<file path="src/rtl/ex_alu_stage.sv">
// Execute stage of the MIPS pipeline: operand forwarding, ALU, and the
// EX/MEM pipeline register with stall, flush and bubble handling.
module ex_alu_stage #(
  parameter int WIDTH = 32,
  parameter int REGW  = 5
) (
  input  logic             clk,
  input  logic             rst,
  input  logic             stall,
  input  logic             flush,
  input  logic             in_valid,
  input  logic [2:0]       alu_ctrl,
  input  logic             alu_src,
  input  logic [WIDTH-1:0] rs_data,
  input  logic [WIDTH-1:0] rt_data,
  input  logic [WIDTH-1:0] imm_ext,
  input  logic [1:0]       fwd_a,
  input  logic [1:0]       fwd_b,
  input  logic [WIDTH-1:0] wb_data,
  input  logic [REGW-1:0]  rd_in,
  input  logic             reg_write_in,
  input  logic             mem_read_in,
  input  logic             mem_write_in,
  input  logic             mem_to_reg_in,
  output logic             out_valid,
  output logic [WIDTH-1:0] alu_result,
  output logic             zero,
  output logic             ovf,
  output logic [WIDTH-1:0] store_data,
  output logic [REGW-1:0]  rd_out,
  output logic             reg_write_out,
  output logic             mem_read_out,
  output logic             mem_write_out,
  output logic             mem_to_reg_out
);

  localparam logic [2:0] OP_AND = 3'b000;
  localparam logic [2:0] OP_OR  = 3'b001;
  localparam logic [2:0] OP_ADD = 3'b010;
  localparam logic [2:0] OP_SUB = 3'b011;
  localparam logic [2:0] OP_SLT = 3'b111;

  logic [WIDTH-1:0] opa;
  logic [WIDTH-1:0] fwdb;
  logic [WIDTH-1:0] opb;
  logic [WIDTH-1:0] sum;
  logic [WIDTH-1:0] diff;
  logic [WIDTH-1:0] result;
  logic             ovf_next;

  // Forwarding muxes; source 10 is the registered result, so it naturally
  // keeps selecting the held value while the EX/MEM register is stalled.
  always_comb begin
    opa  = rs_data;
    fwdb = rt_data;
    case (fwd_a)
      2'b01:   opa = wb_data;
      2'b10:   opa = alu_result;
      default: opa = rs_data;
    endcase
    case (fwd_b)
      2'b01:   fwdb = wb_data;
      2'b10:   fwdb = alu_result;
      default: fwdb = rt_data;
    endcase
    opb = alu_src ? imm_ext : fwdb;
  end

  // ALU datapath and signed-overflow detection (flag only, never traps).
  always_comb begin
    sum      = opa + opb;
    diff     = opa - opb;
    result   = '0;
    ovf_next = 1'b0;
    case (alu_ctrl)
      OP_AND: result = opa & opb;
      OP_OR:  result = opa | opb;
      OP_ADD: begin
        result   = sum;
        ovf_next = (opa[WIDTH-1] == opb[WIDTH-1]) && (sum[WIDTH-1] != opa[WIDTH-1]);
      end
      OP_SUB: begin
        result   = diff;
        ovf_next = (opa[WIDTH-1] != opb[WIDTH-1]) && (diff[WIDTH-1] != opa[WIDTH-1]);
      end
      OP_SLT: result = {{(WIDTH-1){1'b0}}, ($signed(opa) < $signed(opb))};
      default: begin
        result   = '0;
        ovf_next = 1'b0;
      end
    endcase
  end

  // EX/MEM register: reset beats flush beats stall; bubbles still load data
  // but clear valid and every control bit so nothing downstream acts on them.
  always_ff @(posedge clk) begin
    if (rst || flush) begin
      out_valid      <= 1'b0;
      alu_result     <= '0;
      zero           <= 1'b0;
      ovf            <= 1'b0;
      store_data     <= '0;
      rd_out         <= '0;
      reg_write_out  <= 1'b0;
      mem_read_out   <= 1'b0;
      mem_write_out  <= 1'b0;
      mem_to_reg_out <= 1'b0;
    end else if (!stall) begin
      out_valid      <= in_valid;
      alu_result     <= result;
      zero           <= (result == '0);
      ovf            <= ovf_next;
      store_data     <= fwdb;
      rd_out         <= rd_in;
      reg_write_out  <= in_valid & reg_write_in;
      mem_read_out   <= in_valid & mem_read_in;
      mem_write_out  <= in_valid & mem_write_in;
      mem_to_reg_out <= in_valid & mem_to_reg_in;
    end
  end

endmodule

</file>
<file path="config.mk">
export PLATFORM = sky130hd
export DESIGN_NAME = ex_alu_stage
export DESIGN_NICKNAME = d
export VERILOG_FILES = /design/src/rtl/ex_alu_stage.sv
export SDC_FILE = /design/constraint.sdc
export NUM_CORES = 1
export LEC_CHECK = 0
export CORE_ASPECT_RATIO = 1.1
export CORE_MARGIN = 10
export CORE_UTILIZATION = 45
export CTS_CLUSTER_SIZE = 25
export DETAILED_ROUTE_END_ITERATION = 10
export DONT_BUFFER_PORTS = 1
export HOLD_SLACK_MARGIN = 0.08
export SLEW_MARGIN = 20
export SYNTH_ARGS = -nofsm -noshare
export SYNTH_HDL_FRONTEND = slang
export SYNTH_SLANG_ARGS = --single-unit
</file>
<file path="constraint.sdc">
create_clock -name clk -period 6.6 [get_ports clk]
set_input_delay 1.32 -clock clk [delete_from_list [all_inputs] [get_ports clk]]
set_output_delay 1.32 -clock clk [all_outputs]
set_load 0.01 [all_outputs]
</file>
==> flow_metrics.py, run 1 <==
metrics = {
    "logic_synthesis": {
        "synthDistinctLibCells": 80,
        "synth_top_area_share_pct": 16.6,
        "seq_area_frac_synth_pct": 16.6,
        "yosys-top-cells-area": "dfxtp_1 17%, ha_1 14%, nor2_1 8.4%, a21oi_1 8.3%, a22oi_1 5.6%",
        "yosys_register_bits": 76,
        "synth_edf_count": 0,
        "synth_cells": 1354,
        "syn-num-nets": 1606,
        "syn_area_um2": 9170,
        "avgSynthCellArea_um2": 6.77,
        "synth_ff_type": "dfxtp_1",
        "yosys_warnings": 0,
        "synth_async_sr_flop_share_pct": 0,
        "synth_top_area_cell": "dfxtp_1",
    },
    "cells_and_area": {
        "drive_gt1_share_pct": 6.11,
        "layout.nets": 1557,
        "post_layout_nonfiller_instances": 1562,
        "antennaDiodeCount": 0,
        "areaGrowthSynthToFinish_pct": 5.66,
        "stdcell_area_um2": 9690,
    },
    "sta": {
        "finalCritPeriodShare_pct": 93.0,
        "setup_viol": 0,
        "max_clock_freq_mhz": 163,
        "finalCriticalPeriod_ps": 6140,
        "tns_ps": 0,
        "hold_viol": 0,
        "slew_headroom_pct": 26.3,
        "whs_ps": 553,
        "worstMarginPinSlew_ps": 1100,
        "drv_slew": 0,
        "rsz0062_at_grt": "false",
        "skew_ps": 4.63,
    },
    "critical_path": {
        "crit_type": "input port to flop",
        "critPathRequiredTime_ps": 6860,
        "crit_fanout": 14,
        "critPathCaptureType": "flop",
        "critPathLaunchType": "input port",
        "arrival_ps": 6400,
    },
    "placement": {
        "portBuffers": 0,
        "placed_cell_area_um2": 9400,
        "gp_congestion": 0.959,
        "dp_cells": 1546,
        "dp_hpwl_mm": 30.8,
    },
    "routing": {
        "num_vias": 10100,
        "ant_nets": 0,
        "drt_iter0_drc": 868,
        "wl_mm": 38.7,
        "dr.pass1.iters": 7,
        "drc_errors": 0,
        "wl_per_cell_um": 24.7,
        "vias_per_cell": 6.48,
    },
    "cts": {
        "clk_path_buf_depth": 2,
        "numClockSinks": 76,
        "cts_hold_buffers": 0,
        "numCtsBuffers": 9,
        "cts_root_buf": "clkbuf_16",
        "path_clk_slew_ps": 60,
        "h-tree-depth": 3,
        "cts_tree": "done",
        "worstSkewPairLatency_ps": 340,
    },
    "floorplanning": {
        "core_um2": 19900,
        "start_util_pct": 46.0,
        "io_pins": 226,
        "die_x_um": 156,
        "dieArea_um2": 26500,
        "rows": 54,
        "die_y_um": 170,
    },
    "grt": {
        "antenna_found_initial": 0,
        "overflow": 0,
        "grt.total_usage_pct": 27.2,
        "first_global_vias": 9672,
        "grt_pass1_wl_mm": 56.9,
        "grt_max_degree": 116,
    },
    "power": {
        "cellLeakagePower_nw": 3.96,
        "vdd_ir_drop_max_mv": 0.116,
        "power.density_nw_per_um2": 199,
        "p_total_mw": 1.93,
    },
    "job": {
        "cap_violations": 0,
    },
    "outcome": {
        "status": "finished clean",
    },
    "hold_path": {
        "hold_path_class": "flop to flop",
    },
}
Yosys cell counts (3+ instances only):
cell type and instances:
a2111oi_0 5, a211o_1 3, a211oi_1 20, a21boi_0 3, a21o_1 13, a21oi_1 153
a221oi_1 6, a22oi_1 69, a2bb2oi_1 3, a311oi_1 3, a31oi_1 9, and2_1 5
and3_1 3, buf_1 9, buf_2 9, clkbuf_1 81, dfxtp_1 76, ha_1 100
inv_1 99, mux2i_1 16, nand2_1 124, nand2b_1 6, nand3_1 17, nand4_1 18
nor2_1 205, nor2b_1 13, nor3_1 24, nor4_1 9, nor4b_1 4, o2111ai_1 4
o211a_1 4, o211ai_1 12, o21a_1 26, o21ai_0 74, o21ai_1 7, o21bai_1 11
o221ai_1 10, o31a_1 5, o31ai_1 12, or2_2 3, or3_1 9, or4_1 5
xnor2_1 21
cell type report:
cell class	count	area (µm²)
inverters	101	379
repair buffers	40	300
flip-flops and latches	76	1520
well taps	252	315
clock inverters	7	56.3
fillers	2112	10200
clock buffers	9	225
multi-input cells	1077	6890
metrics by stage:
stage | setup WS (ps) | util (%)
6_report | 463 | 48.6
5_1_grt | 199 | 48.6
4_1_cts | 387 | 48.6
3_5_place_dp | 43.4 | 47.2
3_3_place_gp | 147 | 47.2
2_1_floorplan | 701 | -
routing by layer:
| metal | track usage [%] | vias to the layer above | wire length, µm |
|---|---|---|---|
| li1 | - | 4722 | - |
| met1 | 29.8 | 4761 | 14000 |
| met2 | 48.8 | 531 | 19200 |
| met3 | 6.08 | 100 | 3370 |
| met4 | 12.9 | 0 | 2010 |
| met5 | 0 | - | 0 |
where the power goes:
part           total (mW)  internal, mW  switching, mW
combinational       0.953         0.345          0.608
sequential          0.498         0.473         0.0246
clock               0.475         0.259          0.216
worst paths after layout:
path | slack [ps] | to | depth (start not counted) | from
setup / recovery | 460 | zero | 19 | fwd_b[0]
setup reg to reg | 1360 | zero | 18 | alu_result[0]
hold reg to reg | 550 | ovf | 2 | ovf
hold / removal | 550 | ovf | 2 | ovf
registers in the layout, indices dropped and copies added (netlist names):
register,count
alu_result,32
mem_to_reg_out,1
rd_out,5
store_data,32
ovf,1
mem_write_out,1
out_valid,1
zero,1
reg_write_out,1
mem_read_out,1
what timing repair did:
action	4_1_cts	5_1_grt
resized for setup	0	1
setup buffers	0	0
setup endpoints to repair	0	1
critical path, cell delays in order:
cell	delay, ps
inv_1	30
ha_2	480
nor2_1	80
a21oi_1	160
o21ai_0	240
ha_1	330
fa_1	470
o21bai_1	260
a2111oi_0	170
o41a_1	460
o311a_1	340
or3_1	340
nand2_1	60
o221ai_1	140
nor4_2	510
and4_1	280
nand4_1	80
or4_1	430
o31ai_2	210
kinds of logic (layout without fill, tap and decap cells):
group / after synthesis / count (layout) / synth area share [%]
AOI/OAI and AO/OA: 481 / 481 / 34.8
adders and majority gates: 102 / 102 / 14.1
buffers and inverters: 201 / 157 / 8.43
xor gates and xnor gates: 22 / 22 / 2.10
muxes: 20 / 20 / 2.36
DFF: 76 / 76 / 16.6
and+or+nand+nor: 452 / 452 / 21.7
layout by cell type, fill, tap and decap left out, drive strengths merged, types with 8 or more instances in the layout:
cell type and n:
a21o 13, o31ai 13, clkbuf 9, nand3 17, nor2b 13, a21oi 153
ha 100, a221oi 8, xnor2 21, buf 40, nand2 124, nor4 9
or3 9, o21ai 81, nor3 25, a31oi 9, nor2 206, inv 103
o211ai 12, dfxtp 76, mux2i 16, nand4 18, o21a 26, o21bai 11
a22oi 69, o221ai 10, a211oi 22
(Power assumes the default switching activity.)
==> inputs of run 2 (changes only) <==
CORE_ASPECT_RATIO = unset   (was 1.1)
==> run 2 against run 1 <==
Against the previous run:
- clock power decreased by 2%
- largest cell class unchanged
- routed wire length decreased by 6.0%
- power down 2.2%
- utilization decreased by 0.77 points
- via count shrank 1.4%
- final cell count rose by 0.70%
- maximum frequency down 2.3%
- highest routed layer unchanged
- worst hold slack got worse by 15 ps
- critical endpoint unchanged
- register-to-register slack improved by 40 ps
- largest power group unchanged
- die area barely moved
- clock skew up 4.3 ps
==> flow_metrics.py, run 2 (synthesized netlist as in run 1, its figures left out) <==
metrics = {
    "cts": {
        "path_clk_slew_ps": 60,
        "clk_path_buf_depth": 2,
        "worstSkewPairLatency_ps": 340,
        "numCtsBuffers": 9,
        "numClockSinks": 76,
        "post_cts_buffers": 0,
        "post_cts_resized": 0,
        "h-tree-depth": 3,
        "cts_hold_buffers": 0,
        "cts_root_buf": "clkbuf_16",
        "cts_tree": "done",
    },
    "grt": {
        "first_global_vias": 9306,
        "grt.total_usage_pct": 25.7,
        "overflow": 0,
        "antenna_found_initial": 0,
        "grt_pass1_wl_mm": 54.2,
        "grt_max_degree": 116,
    },
    "sta": {
        "tns_ps": 0,
        "hold_viol": 0,
        "finalCriticalPeriod_ps": 6280,
        "setup_slack_ps": 321,
        "drv_slew": 0,
        "whs_ps": 538,
        "setup_viol": 0,
        "finalCritPeriodShare_pct": 95.1,
        "rsz0062_at_grt": "false",
        "slew_headroom_pct": 40.8,
        "skew_ps": 8.90,
        "worstMarginPinSlew_ps": 888,
        "max_clock_freq_mhz": 159,
    },
    "floorplanning": {
        "rows": 52,
        "dieArea_um2": 26500,
        "die_x_um": 163,
        "die_y_um": 163,
        "io_pins": 226,
        "core_um2": 20200,
        "start_util_pct": 45.5,
    },
    "hold_path": {
        "hold_path_class": "flop to flop",
    },
    "routing": {
        "num_vias": 9968,
        "vias_per_cell": 6.34,
        "ant_nets": 0,
        "drc_errors": 0,
        "dr.pass1.iters": 6,
        "wl_per_cell_um": 23.1,
        "wl_mm": 36.4,
        "drt_iter0_drc": 960,
    },
    "placement": {
        "dp_hpwl_mm": 29.2,
        "gp_congestion": 0.957,
        "portBuffers": 0,
        "dp_cells": 1557,
        "dp_slack_ps": 181,
    },
    "power": {
        "power_frac_comb_pct": 48.8,
        "power.density_nw_per_um2": 195,
        "switching_share_pct": 42.9,
        "clkPwrFrac_pct": 24.7,
        "vdd_ir_drop_max_mv": 0.116,
        "cellLeakagePower_nw": 3.92,
        "intPower_mw": 1.07,
        "p_seq_share_pct": 26.5,
        "switchingPower_mw": 0.809,
    },
    "critical_path": {
        "critPathRequiredTime_ps": 6860,
        "critPathLaunchType": "input port",
        "crit_type": "input port to flop",
        "crit_slowest_cell": "a2111oi_0",
        "crit_buf_inv": 2,
        "critPathCaptureType": "flop",
        "max_stage_delay_ps": 640,
        "cp_cell_sequence": "inv_1 -> ha_2 -> buf_4 -> nor2_1 -> a21oi_1 -> o21ai_0 -> ha_1 -> a21oi_1 -> o21ai_1 -> a2111oi_0 -> o32ai_1 -> nor2_1 -> mux2_2 -> nand4_1 -> nor4_1 -> and4_1 -> nand4_1 -> or4_1 -> o31ai_2",
        "crit_family": "compound AO/OA/AOI/OAI gates",
        "arrival_ps": 6540,
        "crit_fanout": 38,
    },
    "cells_and_area": {
        "post_layout_nonfiller_instances": 1573,
        "layout_commonest_cell": "nor2_1",
        "antennaDiodeCount": 0,
        "areaGrowthSynthToFinish_pct": 5.24,
        "mostFrequentLayoutCells": "205 x nor2_1, 153 x a21oi_1, 124 x nand2_1",
        "reg_top3": "alu_result: 32 flops, store_data: 32 flops, rd_out: 5 flops",
        "layout.nets": 1550,
        "drive_gt1_share_pct": 5.45,
    },
    "outcome": {
        "status": "finished clean",
    },
    "job": {
        "cap_violations": 0,
    },
}
==> run 2: cell count changes in the layout (fill, tap and decap cells not counted) <==
cell      change
buf_4         -7
clkbuf_1      +1
clkbuf_8      +1
inv_6         -1
inv_8         -1
nor4_1        +1
nor4_2        -1
==> run 2: per-stage QoR <==
stage / power (mW) / utilization, % / cell area [µm²]
after global routing: 1.99 / 47.9 / 9650
final: 1.88 / 47.9 / 9650
after CTS: 1.87 / 47.9 / 9650
after global placement: 1.41 / 46.5 / 9370
after detailed placement: 1.41 / 46.5 / 9370
after floorplan: 1.19 / - / 9170
==> run 2: final timing paths <==
kind                to  slack (ps)  cells past startpoint           from
hold reg to reg    ovf         540                      2            ovf
hold / removal     ovf         540                      2            ovf
setup / recovery  zero         320                     19       fwd_b[0]
setup reg to reg  zero        1400                     18  alu_result[4]
==> run 2: final cells by class <==
cell class / instances / area, µm²
Clock inverter: 5 / 36.3
Tap cell: 270 / 338
Multi-Input combinational cell: 1077 / 6890
Fill cell: 2128 / 10500
Clock buffer: 11 / 243
Sequential cell: 76 / 1520
Timing Repair Buffer: 33 / 248
Inverter: 101 / 379
==> run 2: power by group through the flow <==
stage               clock network [mW]  logic (mW)  registers, mW
detailed placement                   0       0.899          0.509
floorplan                            0       0.688          0.500
global route                     0.485        1.01          0.500
CTS                              0.467       0.905          0.499
finish                           0.466       0.919          0.498
global placement                     0       0.897          0.509
==> run 2: worst reg2reg max path, cell delays in order (launching register included) <==
cell and delay (ps):
dfxtp_1 450, a22oi_1 150, nor2_1 100, a21oi_1 60
o21ai_0 410, ha_1 370, and2_1 190, nand3_1 160
a2111o_1 560, buf_4 200, a2111oi_0 460, nor2_1 150
mux2_2 250, nand4_1 230, nor4_1 420, and4_1 240
nand4_1 90, or4_1 430, o31ai_2 210
==> run 2: metal layers <==
layer / global-route usage (%) / wire length (µm) / up-vias
li1: - / - / 4706
met1: 30.5 / 14200 / 4675
met2: 43.1 / 17300 / 505
met3: 6.52 / 3100 / 82
met4: 10.9 / 1670 / 0
met5: 0 / 0 / -
==> RTL edit, RTL diff (config.mk and constraints of run 2) <==
Set the parameter `WIDTH` to 48 (it was 32).
--- a/src/rtl/ex_alu_stage.sv
+++ b/src/rtl/ex_alu_stage.sv
@@ -3,3 +3,3 @@
 module ex_alu_stage #(
-  parameter int WIDTH = 32,
+  parameter int WIDTH = 48,
   parameter int REGW  = 5
Interface: changed (6 resized); port bits go from 226 to 322. The function was not compared with the original's and may differ.
==> RTL edit against run 2 <==
  * Sequential cell count up 32
  * Routed wire length rose by 120%
  * Final area up 94%
  * Synthesized area increased by 59%
  * Setup slack got worse by 0.16 ns
  * Register-to-register slack worse by 0.45 ns
  * Power increased by 87%
  * Via count rose by 90%
  * Non-clock buffer count increased by 439
==> RTL edit: results (changes against run 2) <==
| Metric | Value |
|---|---|
| Post-DP HPWL | 64100 um (+120%) |
| Worst-skew pair later-pin latency | 0.38 ns (+0.04 ns) |
| Ys flop type | dfxtp_1 |
| Register-to-register setup slack | 0.95 ns (-0.45 ns) |
| Vias in the first global route | 18000 (+93%) |
| Yosys Warn Count | 0 (unchanged) |
| Initial antenna violation count | 13 (+13) |
| CP delay by family, top | compound AO/OA/AOI/OAI gates |
| CTS Buffer Depth | 2 (unchanged) |
| Input/output buffers | 0 (unchanged) |
| Max incr delay on CP | 0.48 ns (-0.16 ns) |
| Mapped Cells | 2197 (+62%) |
| Ys async rst share | 0% (unchanged) |
| Sequential area share after synthesis | 14.8% (-1.8 points) |
| CP max stage cell | a2111oi_1 |
| First-pass GRT wire length | 113000 um (+110%) |
| Post-Syn Nets | 2573 (+60%) |
| H-tree level count | 3 (unchanged) |
| Via Count | 19000 (+90%) |
| Synth cell count leaders | nor2_1 (326), a21oi_1 (243), nand2_1 (223), ha_1 (160), o21ai_0 (157) |
| Skew final | 0.0111 ns (+0.00217 ns) |
| Total CTS buffers | 9 (unchanged) |
| Max transition margin | 24.9% (-16 points) |
| Layout Nets | 2903 (+87%) |
| DR pass1 iterations | 6 (unchanged) |
| P_sw | 0.00162 W (+100%) |
| Top cells by area, synth | dfxtp_1 (15%), ha_1 (14%), nor2_1 (8.4%) |
| Largest net degree at the start of global routing | 160 (+38%) |
| Share of cells above drive strength 1 | 22.4% (+17 points) |
| LEAKAGE | 8.31 nW (+110%) |
| Total track usage | 37.4% (+12 points) |
| Status | finished clean |
| Top flop regs | alu_result: 48 flops, store_data: 48 flops, rd_out: 5 flops |
| Worst-case hold slack | 0.551 ns (+0.0126 ns) |
| Final Wtd Congestion | 1.08 (+12%) |
| Peak VDD IR | 0.000157 V (+35%) |
| Largest fanout on the critical path | 9 (-76%) |
| Post-synthesis cell type count | 87 (+8.8%) |
| 1st-iter DRT viols | 2510 (+160%) |
| WL/cell | 26.5 um (+14%) |
| HP Class | register to register |
| Non-filler cells, final | 2979 (+89%) |
| Post-synth EDFFs | 0 (unchanged) |
| Root buf cell | clkbuf_16 |
| Reg clk slew, reported paths | 0.09 ns (+0.03 ns) |
RTL edit: worst min-delay path, delay by kind of cell, from the launching register on:
| family | cells | cell delay (ns) |
|---|---|---|
| AND/OR/NAND/NOR | 1 | 0.09 |
| flip-flops | 1 | 0.36 |
| AO/OA/AOI/OAI | 1 | 0.05 |
RTL edit: power groups by stage:
stage / clock network, W / logic (W) / registers [W]
after floorplan: 0 / 0.00115 / 0.000712
after global placement: 0 / 0.00209 / 0.000728
after detailed placement: 0 / 0.00210 / 0.000728
after CTS: 0.000588 / 0.00212 / 0.000713
after global routing: 0.000608 / 0.00236 / 0.000715
final: 0.000590 / 0.00222 / 0.000713
RTL edit: what timing repair did:
action / CTS / global route
resized for setup: 7 / 50
pin swaps: 0 / 11
setup endpoints to repair: 1 / 2
buffers inserted: 0 / 5
RTL edit: path summary, 6_finish.rpt:
check / startpoint / depth (start not counted) / to
worst max-delay path: fwd_b[0] / 25 / zero$_SDFFE_PP0N_
worst min-delay path: ovf$_SDFFE_PP0N_ / 2 / ovf$_SDFFE_PP0N_
worst max register to register: alu_result[15]$_SDFFE_PP0N_ / 21 / zero$_SDFFE_PP0N_
worst min register to register: ovf$_SDFFE_PP0N_ / 2 / ovf$_SDFFE_PP0N_
RTL edit: final cells by class:
| class | count | area [sq um] |
|---|---|---|
| Antenna cell | 12 | 30.0 |
| Clock inverter | 7 | 86.3 |
| Sequential cell | 108 | 2160 |
| Timing Repair Buffer | 472 | 3620 |
| Clock buffer | 9 | 225 |
| Tap cell | 435 | 544 |
| Inverter | 154 | 578 |
| Multi-Input combinational cell | 1782 | 11500 |
| Fill cell | 3189 | 13100 |
RTL edit: logic make-up (layout without fill, tap and decap cells):
logic type                 after synthesis  in the layout  synth area share (%)
AOI/OAI and AO/OA                      784            784                  35.0
buffers and inverters                  307            642                  8.11
other                                    0             12                     0
adders and majority gates              162            162                  14.0
muxes                                   30             30                  2.16
DFF                                    108            108                  14.8
and+or+nand+nor                        771            771                  23.8
xor gates and xnor gates                35             35                  2.10
RTL edit: per-layer routing:
metal  global-route usage (%)  up-vias  wire [um]  share of wire, %
met5                        0        -          0                 0
met4                     24.2        0       5600               7.1
met3                     7.79      287       7690               9.8
met2                     61.3     1212      36500                46
met1                     43.6     8941      29100                37
li1                         -     8526          -                 -
RTL edit: through the flow:
step / utilization, % / setup WS, ns / TNS, ns / total power (W) / instance area [sq um]
floorplan: - / 0.195 / 0 / 0.00186 / 14600
global placement: 57.0 / -0.535 / -0.571 / 0.00282 / 18100
detailed placement: 57.0 / -0.620 / -0.755 / 0.00283 / 18100
CTS: 58.0 / 0.00982 / 0 / 0.00342 / 18400
global route: 58.8 / -0.0185 / -0.0185 / 0.00368 / 18700
finish: 58.8 / 0.161 / 0 / 0.00352 / 18700
